File: src/rtl/modexp_engine_if.sv
// Request/response bundle for modexp_engine: operands and start/abort in, result and status out.
interface modexp_engine_if #(
   parameter int unsigned WIDTH     = 16,
   parameter int unsigned EXP_WIDTH = 16
);
   logic                 start_in;
   logic                 abort_in;
   logic [WIDTH-1:0]     value_in;
   logic [EXP_WIDTH-1:0] exponent_in;
   logic [WIDTH-1:0]     modulus_in;
   logic [WIDTH-1:0]     value_out;
   logic                 busy_out;
   logic                 valid_out;
   logic                 error_out;

   modport master (
      output start_in, abort_in, value_in, exponent_in, modulus_in,
      input  value_out, busy_out, valid_out, error_out
   );

   modport slave (
      input  start_in, abort_in, value_in, exponent_in, modulus_in,
      output value_out, busy_out, valid_out, error_out
   );
endinterface

File: src/rtl/modexp_engine.sv
// Right-to-left square-and-multiply modular exponentiation built around one
// bit-serial interleaved modular multiplier (one multiplier bit per clock).
module modexp_engine #(
   parameter int unsigned WIDTH     = 16,
   parameter int unsigned EXP_WIDTH = 16
) (
   input  logic          clk_in,
   input  logic          rst_n_in,
   modexp_engine_if.slave bus
);
   localparam int unsigned CW = $clog2(WIDTH);
   localparam int unsigned PW = WIDTH + 1;

   typedef enum logic [2:0] {IDLE, REDUCE, MUL, SQR, DONE} state_e;

   state_e               state_q, state_d;
   logic [WIDTH-1:0]     val_q, val_d;
   logic [WIDTH-1:0]     mod_q, mod_d;
   logic [WIDTH-1:0]     base_q, base_d;
   logic [WIDTH-1:0]     acc_q, acc_d;
   logic [WIDTH-1:0]     res_q, res_d;
   logic [EXP_WIDTH-1:0] exp_q, exp_d;
   logic [PW-1:0]        p_q, p_d;
   logic [CW-1:0]        cnt_q, cnt_d;
   logic                 busy_q, busy_d;
   logic                 valid_q, valid_d;
   logic                 err_q, err_d;

   logic [WIDTH-1:0]     mul_a, mul_b;
   logic [PW-1:0]        m_ext, dbl, red1, sum, p_next;
   logic [EXP_WIDTH-1:0] exp_sh;
   logic                 last_bit, higher;

   // One interleaved multiplier step: P = 2P mod m, then P = (P + a[i]*b) mod m.
   always_comb begin
      mul_a = base_q;
      mul_b = acc_q;
      case (state_q)
         REDUCE: begin
            mul_a = val_q;
            mul_b = WIDTH'(1);
         end
         SQR:     mul_b = base_q;
         default: ;
      endcase
      m_ext    = {1'b0, mod_q};
      dbl      = {p_q[WIDTH-1:0], 1'b0};
      red1     = (dbl >= m_ext) ? dbl - m_ext : dbl;
      sum      = mul_a[cnt_q] ? red1 + {1'b0, mul_b} : red1;
      p_next   = (sum >= m_ext) ? sum - m_ext : sum;
      last_bit = (cnt_q == '0);
      exp_sh   = exp_q >> 1;
      higher   = |exp_sh;
   end

   always_comb begin
      state_d = state_q;
      val_d   = val_q;
      mod_d   = mod_q;
      exp_d   = exp_q;
      base_d  = base_q;
      acc_d   = acc_q;
      res_d   = res_q;
      p_d     = p_q;
      cnt_d   = cnt_q;
      valid_d = 1'b0;
      err_d   = err_q;
      busy_d  = 1'b0;

      case (state_q)
         IDLE: begin
            if (bus.start_in) begin
               val_d = bus.value_in;
               exp_d = bus.exponent_in;
               mod_d = bus.modulus_in;
               err_d = 1'b0;
               p_d   = '0;
               cnt_d = CW'(WIDTH - 1);
               // Degenerate operands finish without ever going busy.
               if (bus.modulus_in == '0) begin
                  res_d   = '0;
                  err_d   = 1'b1;
                  valid_d = 1'b1;
               end else if (bus.modulus_in == WIDTH'(1)) begin
                  res_d   = '0;
                  valid_d = 1'b1;
               end else if (bus.exponent_in == '0) begin
                  res_d   = WIDTH'(1);
                  valid_d = 1'b1;
               end else begin
                  state_d = REDUCE;
               end
            end
         end
         REDUCE, MUL, SQR: begin
            p_d   = p_next;
            cnt_d = cnt_q - CW'(1);
            if (last_bit) begin
               p_d   = '0;
               cnt_d = CW'(WIDTH - 1);
               case (state_q)
                  REDUCE: begin
                     base_d  = p_next[WIDTH-1:0];
                     acc_d   = WIDTH'(1);
                     state_d = exp_q[0] ? MUL : SQR;
                  end
                  MUL: begin
                     acc_d = p_next[WIDTH-1:0];
                     if (higher) begin
                        state_d = SQR;
                     end else begin
                        state_d = DONE;
                        res_d   = p_next[WIDTH-1:0];
                        valid_d = 1'b1;
                     end
                  end
                  default: begin
                     // Zero exponent bits are skipped by squaring again directly.
                     base_d  = p_next[WIDTH-1:0];
                     exp_d   = exp_sh;
                     state_d = exp_sh[0] ? MUL : SQR;
                  end
               endcase
            end
         end
         DONE:    state_d = IDLE;
         default: state_d = IDLE;
      endcase

      if (bus.abort_in && (state_q != IDLE)) begin
         state_d = IDLE;
         valid_d = 1'b0;
         res_d   = res_q;
      end
      busy_d = (state_d != IDLE);
   end

   always_ff @(posedge clk_in or negedge rst_n_in) begin
      if (!rst_n_in) begin
         state_q <= IDLE;
         val_q   <= '0;
         mod_q   <= '0;
         exp_q   <= '0;
         base_q  <= '0;
         acc_q   <= '0;
         res_q   <= '0;
         p_q     <= '0;
         cnt_q   <= '0;
         busy_q  <= 1'b0;
         valid_q <= 1'b0;
         err_q   <= 1'b0;
      end else begin
         state_q <= state_d;
         val_q   <= val_d;
         mod_q   <= mod_d;
         exp_q   <= exp_d;
         base_q  <= base_d;
         acc_q   <= acc_d;
         res_q   <= res_d;
         p_q     <= p_d;
         cnt_q   <= cnt_d;
         busy_q  <= busy_d;
         valid_q <= valid_d;
         err_q   <= err_d;
      end
   end

   assign bus.value_out = res_q;
   assign bus.busy_out  = busy_q;
   assign bus.valid_out = valid_q;
   assign bus.error_out = err_q;
endmodule

File: src/flat_wrapper.sv
// flat-port wrapper written by rule: the top's interface ports become plain ports
module modexp_engine_flat 
#(
   parameter int unsigned WIDTH     = 16,
   parameter int unsigned EXP_WIDTH = 16
)
  (clk_in, rst_n_in, bus_start_in, bus_abort_in, bus_value_in, bus_exponent_in, bus_modulus_in, bus_value_out, bus_busy_out, bus_valid_out, bus_error_out);
  modexp_engine_if #(.WIDTH(WIDTH), .EXP_WIDTH(EXP_WIDTH)) bus_i ();
  input  logic clk_in;
  input  logic rst_n_in;
  input wire logic [$bits(bus_i.start_in)-1:0] bus_start_in;
  input wire logic [$bits(bus_i.abort_in)-1:0] bus_abort_in;
  input wire logic [$bits(bus_i.value_in)-1:0] bus_value_in;
  input wire logic [$bits(bus_i.exponent_in)-1:0] bus_exponent_in;
  input wire logic [$bits(bus_i.modulus_in)-1:0] bus_modulus_in;
  output wire logic [$bits(bus_i.value_out)-1:0] bus_value_out;
  output wire logic [$bits(bus_i.busy_out)-1:0] bus_busy_out;
  output wire logic [$bits(bus_i.valid_out)-1:0] bus_valid_out;
  output wire logic [$bits(bus_i.error_out)-1:0] bus_error_out;
  assign bus_i.start_in = bus_start_in;
  assign bus_i.abort_in = bus_abort_in;
  assign bus_i.value_in = bus_value_in;
  assign bus_i.exponent_in = bus_exponent_in;
  assign bus_i.modulus_in = bus_modulus_in;
  assign bus_value_out = bus_i.value_out;
  assign bus_busy_out = bus_i.busy_out;
  assign bus_valid_out = bus_i.valid_out;
  assign bus_error_out = bus_i.error_out;
  modexp_engine #(.WIDTH(WIDTH), .EXP_WIDTH(EXP_WIDTH)) u_core (.clk_in(clk_in), .rst_n_in(rst_n_in), .bus(bus_i));
endmodule
File: config.mk
export PLATFORM = sky130hd
export DESIGN_NAME = modexp_engine_flat
export DESIGN_NICKNAME = d
export VERILOG_FILES = /design/src/rtl/modexp_engine_if.sv /design/src/rtl/modexp_engine.sv /design/src/flat_wrapper.sv
export SDC_FILE = /design/constraint.sdc
export NUM_CORES = 1
export LEC_CHECK = 0
export CORE_MARGIN = 4
export CORE_UTILIZATION = 45
export DETAILED_ROUTE_END_ITERATION = 8
export HOLD_SLACK_MARGIN = 0.06
export SYNTH_ARGS = -nofsm -noshare
export SYNTH_HDL_FRONTEND = slang
export SYNTH_SLANG_ARGS = --single-unit
File: constraint.sdc
create_clock -name clk_in -period 14.65 [get_ports clk_in]
set_input_delay 1.465 -clock clk_in [delete_from_list [all_inputs] [get_ports clk_in]]
set_output_delay 1.465 -clock clk_in [all_outputs]
set_load 0.01 [all_outputs]
**Yosys cells after proc, flatten, opt, wreduce, memory -nomap -nowiden**

Cells that the tools add are included.

- Output and inout port bits: 19
- Register bits: 122
- Logic and storage cells: 96

- Magnitude comparators: 3
- Bitwise logic cells: 2
- Equality and inequality tests: 10
- Add/sub/neg operators: 4
- Reduce and logical (&&, ||, !) cells: 18
- Mux-type cells: 47

Operators with widths:

| operator | number |
|---|---|
| 16-bit two-way mux | 14 |
| 16-bit case mux with 2 select lines | 5 |
| 17-bit by 16-bit >= comparator with 1-bit output | 2 |
| 17-bit two-way mux | 2 |
| 16-bit logical NOT | 2 |
| 3-bit two-way mux | 7 |
| 17-bit by 16-bit adder with 17-bit output | 1 |
| 17-bit by 16-bit subtractor with 17-bit output | 1 |
| 16-bit by 1-bit == test with 1-bit output, second input constant | 1 |
| 16-bit subtractor | 1 |
| 15-bit OR reduction | 1 |
| 1-bit two-way mux | 12 |
| 3-bit case mux with 2 select lines | 2 |
| 4-bit two-way mux | 2 |
| 4-bit case mux with 2 select lines | 1 |
| 7-bit AND reduction | 1 |
| 3-bit by 2-bit == test with 1-bit output, second input constant | 2 |
| 2-bit inequality test, second input constant | 3 |
| 3-bit AND reduction | 2 |
| 3-bit nonzero test | 2 |
| 4-bit by 5-bit less-than comparator with 1-bit output, second input constant | 1 |
| 1-bit binary-select mux with 4-bit select | 1 |
| 4-bit logical NOT | 1 |
| 2-bit by 1-bit inequality test with 1-bit output, second input constant | 2 |
| 12 further kinds | 15 |

**Longest topological paths before layout**

- Word-level depth: 11
- Depth in mapped cells: 30
- Mapped depth without buffers: 27

**Worst setup path before layout**

No wires, ideal clock.

- Path kind: reg-to-reg
- Start: reg u_core.p_q[5]
- End: reg u_core.base_q[4]
- Data arrival time: 6.190 ns
- Cell stages (with the launch flop): 26
- Setup time: 0.125 ns
- Slack: 8.335 ns
- Path buffers: 1
- Path through: dfrtp_1 ha_1 a211o_1 a221o_1 a21oi_1 o221ai_1 nor2_1 mux2i_1 inv_1 ha_1 a211oi_1 o21ai_0 or3_1 a311o_1 a21oi_1 xnor2_1 mux2_2 ha_1 nand2_1 or2_2 o21ai_0 nand4_1 and3_1 buf_4 mux2_4 mux2_2

- Cells in the longest elaborated chain, start to end: 6

RTL lines:

| item | line | text |
|---|---|---|
| start: declaration | modexp_engine.sv:23 | `logic [PW-1:0] p_q, p_d;` |
| start signal: assignment | modexp_engine.sv:160 | `p_q <= p_d;` |
| 17-bit by 16-bit subtractor with 17-bit output or 17-bit by 16-bit >= comparator with 1-bit output (tied branches) | modexp_engine.sv:48 | `red1 = (dbl >= m_ext) ? dbl - m_ext : dbl;` |
| 17-bit two-way mux (*) | modexp_engine.sv:48 |  |
| 17-bit by 16-bit adder with 17-bit output | modexp_engine.sv:49 | `sum = mul_a[cnt_q] ? red1 + {1'b0, mul_b} : red1;` |
| 17-bit two-way mux (*) | modexp_engine.sv:49 |  |
| 17-bit by 16-bit >= comparator with 1-bit output or 16-bit subtractor (tied branches) | modexp_engine.sv:50 | `p_next = (sum >= m_ext) ? sum - m_ext : sum;` |
| 16-bit two-way mux (*) | modexp_engine.sv:50 |  |
| end signal: assignment | modexp_engine.sv:157 | `base_q <= base_d;` |
| end: declaration | modexp_engine.sv:19 | `logic [WIDTH-1:0] base_q, base_d;` |

Every way passes the cells marked *; elsewhere a longest branch is shown, timed or not.
A chain may end at the register's enable or synchronous reset.

**Worst setup path in the final report**

- Start: reg u_core.mod_q[1]
- End: reg u_core.res_q[14] (netlist: u_core.bus.value_out[14])

- Cells in the longest elaborated chain, start to end: 10

RTL lines:

| item | line | text |
|---|---|---|
| start: declaration | modexp_engine.sv:18 | `logic [WIDTH-1:0] mod_q, mod_d;` |
| start signal: assignment | modexp_engine.sv:155 | `mod_q <= mod_d;` |
| 17-bit by 16-bit subtractor with 17-bit output or 17-bit by 16-bit >= comparator with 1-bit output (tied branches) | modexp_engine.sv:48 |  |
| 17-bit two-way mux | modexp_engine.sv:48 |  |
| 17-bit by 16-bit adder with 17-bit output | modexp_engine.sv:49 |  |
| 17-bit two-way mux | modexp_engine.sv:49 |  |
| 16-bit subtractor or 17-bit by 16-bit >= comparator with 1-bit output (tied branches) | modexp_engine.sv:50 |  |
| 16-bit two-way mux (*) | modexp_engine.sv:50 |  |
| 16-bit two-way mux (*) | modexp_engine.sv:109 | `if (higher) begin` |
| 16-bit two-way mux (*) | modexp_engine.sv:101 | `case (state_q)` |
| 16-bit two-way mux (*) | modexp_engine.sv:98 | `if (last_bit) begin` |
| 16-bit case mux with 2 select lines (*) | modexp_engine.sv:70 | `case (state_q)` |
| end signal: assignment | modexp_engine.sv:159 | `res_q <= res_d;` |
| end: declaration | modexp_engine.sv:21 | `logic [WIDTH-1:0] res_q, res_d;` |

Every way passes the cells marked *; elsewhere a longest branch is shown, timed or not. The select of a mux whose other input is x is not followed.

==> reports/results.md <==
| Stage | Parameter | Value |
|---|---|---|
| yosys | Yosys synthesis warning count | 0 |
| timing | RSZ-0062 raised after global routing | no |
| cts | Number of buffers added by the clock tree synthesis step | 17 |
| global routing | Global-route layer with the greatest usage | met2 |
| yosys | Number of enable flip-flop cells after synthesis | 0 |
| timing | Worst Tran Pin Value | 1.02 ns |
| layout | Final-layout fill cell count | 1729 |
| timing | Crit path setup slack, layout | 7.31 ns |
| timing | Final-layout setup total negative slack | 0 ns |
| timing | Final critical-path share of the clock period | 0.501 |
| timing | Final clock skew | 0.00924 ns |
| setup path | CP Max Fanout | 16 |
| yosys | Mean area per synthesized cell | 8.55 µm² |
| yosys | Count of distinct cell types in the synthesized netlist | 69 |
| layout | Sequential standard cell area | 3050 µm² |
| place | Total placed instance area | 9160 µm² |
| drt | Wire length after detailed routing | 23200 µm |
| drt | Wire per inst | 18.3 µm |
| layout | Number of standard cells in the layout, taps in and fillers out | 1264 |
| global routing | Met1 layer usage reported by global route | 0.307 |
| cts | TritonCTS Sinks | 122 |
| yosys | Post-Synthesis Cells | 969 |
| cts | Post-CTS Repair Setup Buffers | 0 |
| layout | Most common cell after layout, fill and taps aside | nand2_1 |
| global routing | Met3 routing resource usage after global routing | 0.0476 |
| setup path | Critical path startpoint category | flip-flop |
| yosys | Share of flip-flops with an asynchronous set or reset | 1.00 |
| cts | Clock-pin transition on the worst setup and hold timing paths | 0.06 ns |
| cts | Cts repair resizes | 0 |
| global routing | Wire length of the first global-routing pass | 36500 µm |
| die | Total core area | 18000 µm² |
| global routing | Global-route track usage on met2 | 0.385 |
| layout | Fin nets | 1127 |
| drt | Antenna violation net count after detailed routing | 0 |
| setup path | Critical path data required time | 14.93 ns |
| cts | Clock network latency to the later pin of the worst-skew pair | 0.43 ns |
| cts | Number of hold buffers added after CTS | 0 |
| place | Final GP Congestion | 0.914 |
| yosys | Top cells by area, synth | dfrtp_1, nand2_1, ha_1 |
| timing | Count of final max-slew check failures | 0 |
| drt | Residual DRC | 0 |
| setup path | Cells on worst reg2reg path | 26 |
| timing | Highest Clock Rate | 136 MHz |
| drt | Initial DRC count | 341 |
| drt | Total vias in the final route | 7113 |
| setup path | Reg2Reg Setup Slack | 7.31 ns |
| place | Number of cells in the design after placement | 1232 |
| layout | Post-route standard cell area excluding fillers | 9750 µm² |
| yosys | Cell type with the highest aggregate area in the netlist | dfrtp_1 |
| timing | # setup viols final | 0 |
| cts | Clock root buffer | clkbuf_16 |
| timing | Number of hold-slack violations in the final timing report | 0 |
| place | Number of buffer cells added on primary ports | 70 |
| yosys | Flip-flop cell with the highest count after synthesis | dfrtp_1 |
| cts | CTS tree | built |
| min path | Classification of the worst-slack hold path | reg2reg |
| global routing | Largest net degree at the start of global routing | 70 |
| die | Horizontal die dimension | 144 µm |
| layout | Area Growth Syn to Fin | 17.7% |
| die | Standard-cell rows | 49 |
| global routing | Antenna violations before repair | 0 |
| setup path | Origin of the critical flop-to-flop path | u_core.mod_q[1]$_DFFE_PN0P_ |
| yosys | Mapped Area | 8290 µm² |
| place | DP Worst Slack | 7.38 ns |
| min path | Beginning of the worst hold path | u_core.val_q[14]$_DFFE_PN0P_ |
| flow run | Maximum capacitance violations | 0 |
| drt | DRT Pass-1 Iters | 5 |
| yosys | Sequential area share after synthesis | 0.368 |
| die | Die Span Y | 144 µm |
| min path | Endpoint of the worst hold-timing path | u_core.val_q[14]$_DFFE_PN0P_ |
| cts | Maximum level of the CTS H-tree | 4 |
| global routing | Leftover overflow at the end of global routing | 0 |
| min path | Hold path cells | 2 |
| layout | Commonest cells after routing, fill and taps aside | nand2_1, dfrtp_1, o21ai_0 |
| timing | Headroom to the max-slew limit | 0.320 |
| cts | CTS max path bufs | 2 |
| status | Result of the run | complete, no violations |
| setup path | Reg-to-reg critical path endpoint | u_core.bus.value_out[14]$_DFFE_PN0P_ |
| setup path | Type of the worst setup path | reg2reg |
| layout | Area taken by multi-input logic gates | 4900 µm² |
| yosys | Syn nets | 1074 |
| global routing | Vias in the first global route | 6820 |
| die | Initial cell density of the core | 0.460 |
| setup path | Setup crit end kind | flip-flop |
| yosys | Share of Yosys cell area claimed by the top area cell type | 0.368 |
| die | I/O Pins | 71 |
| layout | Antenna cell count | 0 |
| timing | Shortest clock period the worst path allows after layout | 7.34 ns |
| yosys | Total of flip-flops plus latches after synthesis | 122 |
| setup path | Arrival time reported for the critical path endpoint | 7.62 ns |
| place | Detailed placer's ending HPWL | 17300 µm |
| die | Area of the die | 20600 µm² |
| global routing | Overall Global Routing Usage | 0.230 |
| drt | Via count normalized by instance count | 5.63 |
| layout | Layout cell share with drive strength beyond 1 | 0.0870 |
[flip-flops by register name (all words and copies together) (netlist names), 3 cells and up]
register	cells
u_core.val_q	16
u_core.state_q	3
u_core.mod_q	16
u_core.exp_q	16
u_core.base_q	16
u_core.p_q	16
u_core.acc_q	16
u_core.bus.value_out	16
u_core.cnt_q	4
[per-layer routing]
layer	vias up	wire (µm)
met2	146	11300
li1	3559	-
met3	19	851
met1	3389	10700
met4	0	320
met5	-	0
[per-stage QoR]
stage	utilization	hold WS (ns)
5_1_grt	0.541	0.496
4_1_cts	0.541	0.479
6_report	0.541	0.475
3_5_place_dp	0.508	0.465
3_3_place_gp	0.508	0.458
2_1_floorplan	-	0.437
[critical path: stages, from the launching register on]
cell and delay, ns:
dfrtp_1 0.40, inv_1 0.13, ha_1 0.26, nor2b_1 0.14, o31a_1 0.27, o21ai_0 0.45, o221ai_1 0.33, nor2_1 0.62
mux2i_1 0.39, inv_1 0.08, ha_1 0.29, a211oi_1 0.22, o21ai_0 0.21, or3_1 0.37, a311o_1 0.36, a21oi_1 0.28
xnor2_1 0.10, mux2_2 0.28, ha_1 0.33, a21o_1 0.18, a21oi_1 0.21, o21ai_0 0.12, nand4_1 0.09, and3_1 0.16
buf_4 0.30, mux2i_1 0.50, o21ai_0 0.13
[layout make-up]
class	instances	area share
Multi-Input combinational cell	763	0.503
Clock inverter	15	0.0168
Inverter	38	0.0146
Tap cell	229	0.0294
Clock buffer	17	0.0436
Timing Repair Buffer	80	0.0793
Sequential cell	122	0.313
[how the worst max path moves through the flow]
stage	startpoint	slack [ns]	to	cells past startpoint
final	u_core.mod_q[1]$_DFFE_PN0P_	7.31	u_core.bus.value_out[14]$_DFFE_PN0P_	26
after global routing	u_core.mod_q[1]$_DFFE_PN0P_	6.73	u_core.bus.value_out[14]$_DFFE_PN0P_	26
after CTS	u_core.mod_q[1]$_DFFE_PN0P_	7.34	u_core.bus.value_out[14]$_DFFE_PN0P_	26
after detailed placement	u_core.mod_q[1]$_DFFE_PN0P_	7.38	u_core.p_q[14]$_DFFE_PN0P_	26
after global placement	u_core.mod_q[1]$_DFFE_PN0P_	7.50	u_core.bus.value_out[14]$_DFFE_PN0P_	26
after floorplan	u_core.p_q[5]$_DFFE_PN0P_	8.34	u_core.base_q[4]$_DFFE_PN0P_	25
[cell usage after synthesis (3+ instances only)]
library cell	number
o211ai_1	7
nor2_1	68
xnor2_1	24
o21bai_1	4
clkbuf_1	37
a31oi_1	16
a21o_1	11
dfrtp_1	122
nor2b_1	7
ha_1	50
o21ai_0	88
nor3_1	10
mux2_4	3
o31ai_1	4
xor2_1	11
o21ai_1	18
nand2_1	187
and3_1	6
o21a_1	9
nand2b_1	7
inv_1	38
nand3_1	12
a22o_1	10
fa_1	3
mux2i_1	23
nand3b_1	5
or2_2	3
nor3b_1	4
nand4_1	10
mux2_2	23
a211oi_1	9
mux2i_2	4
a21oi_1	64
mux4_2	5
buf_2	6
nor4_1	13
and2_1	3
or3_1	8
[cell families after synthesis]
| group | count (synthesis) | share of synthesized area |
|---|---|---|
| AND/OR/NAND/NOR | 349 | 0.189 |
| AO/OA/AOI/OAI | 267 | 0.194 |
| flip-flops | 122 | 0.368 |
| buffers and inverters | 84 | 0.0408 |
| multiplexers | 59 | 0.0879 |
| adder cells (fa/ha/maj) | 53 | 0.0828 |
| XOR/XNOR | 35 | 0.0370 |
Power is left out: the tool's default activity adds up to more than one toggle a clock period on the data nets, which glitch-free logic cannot reach.
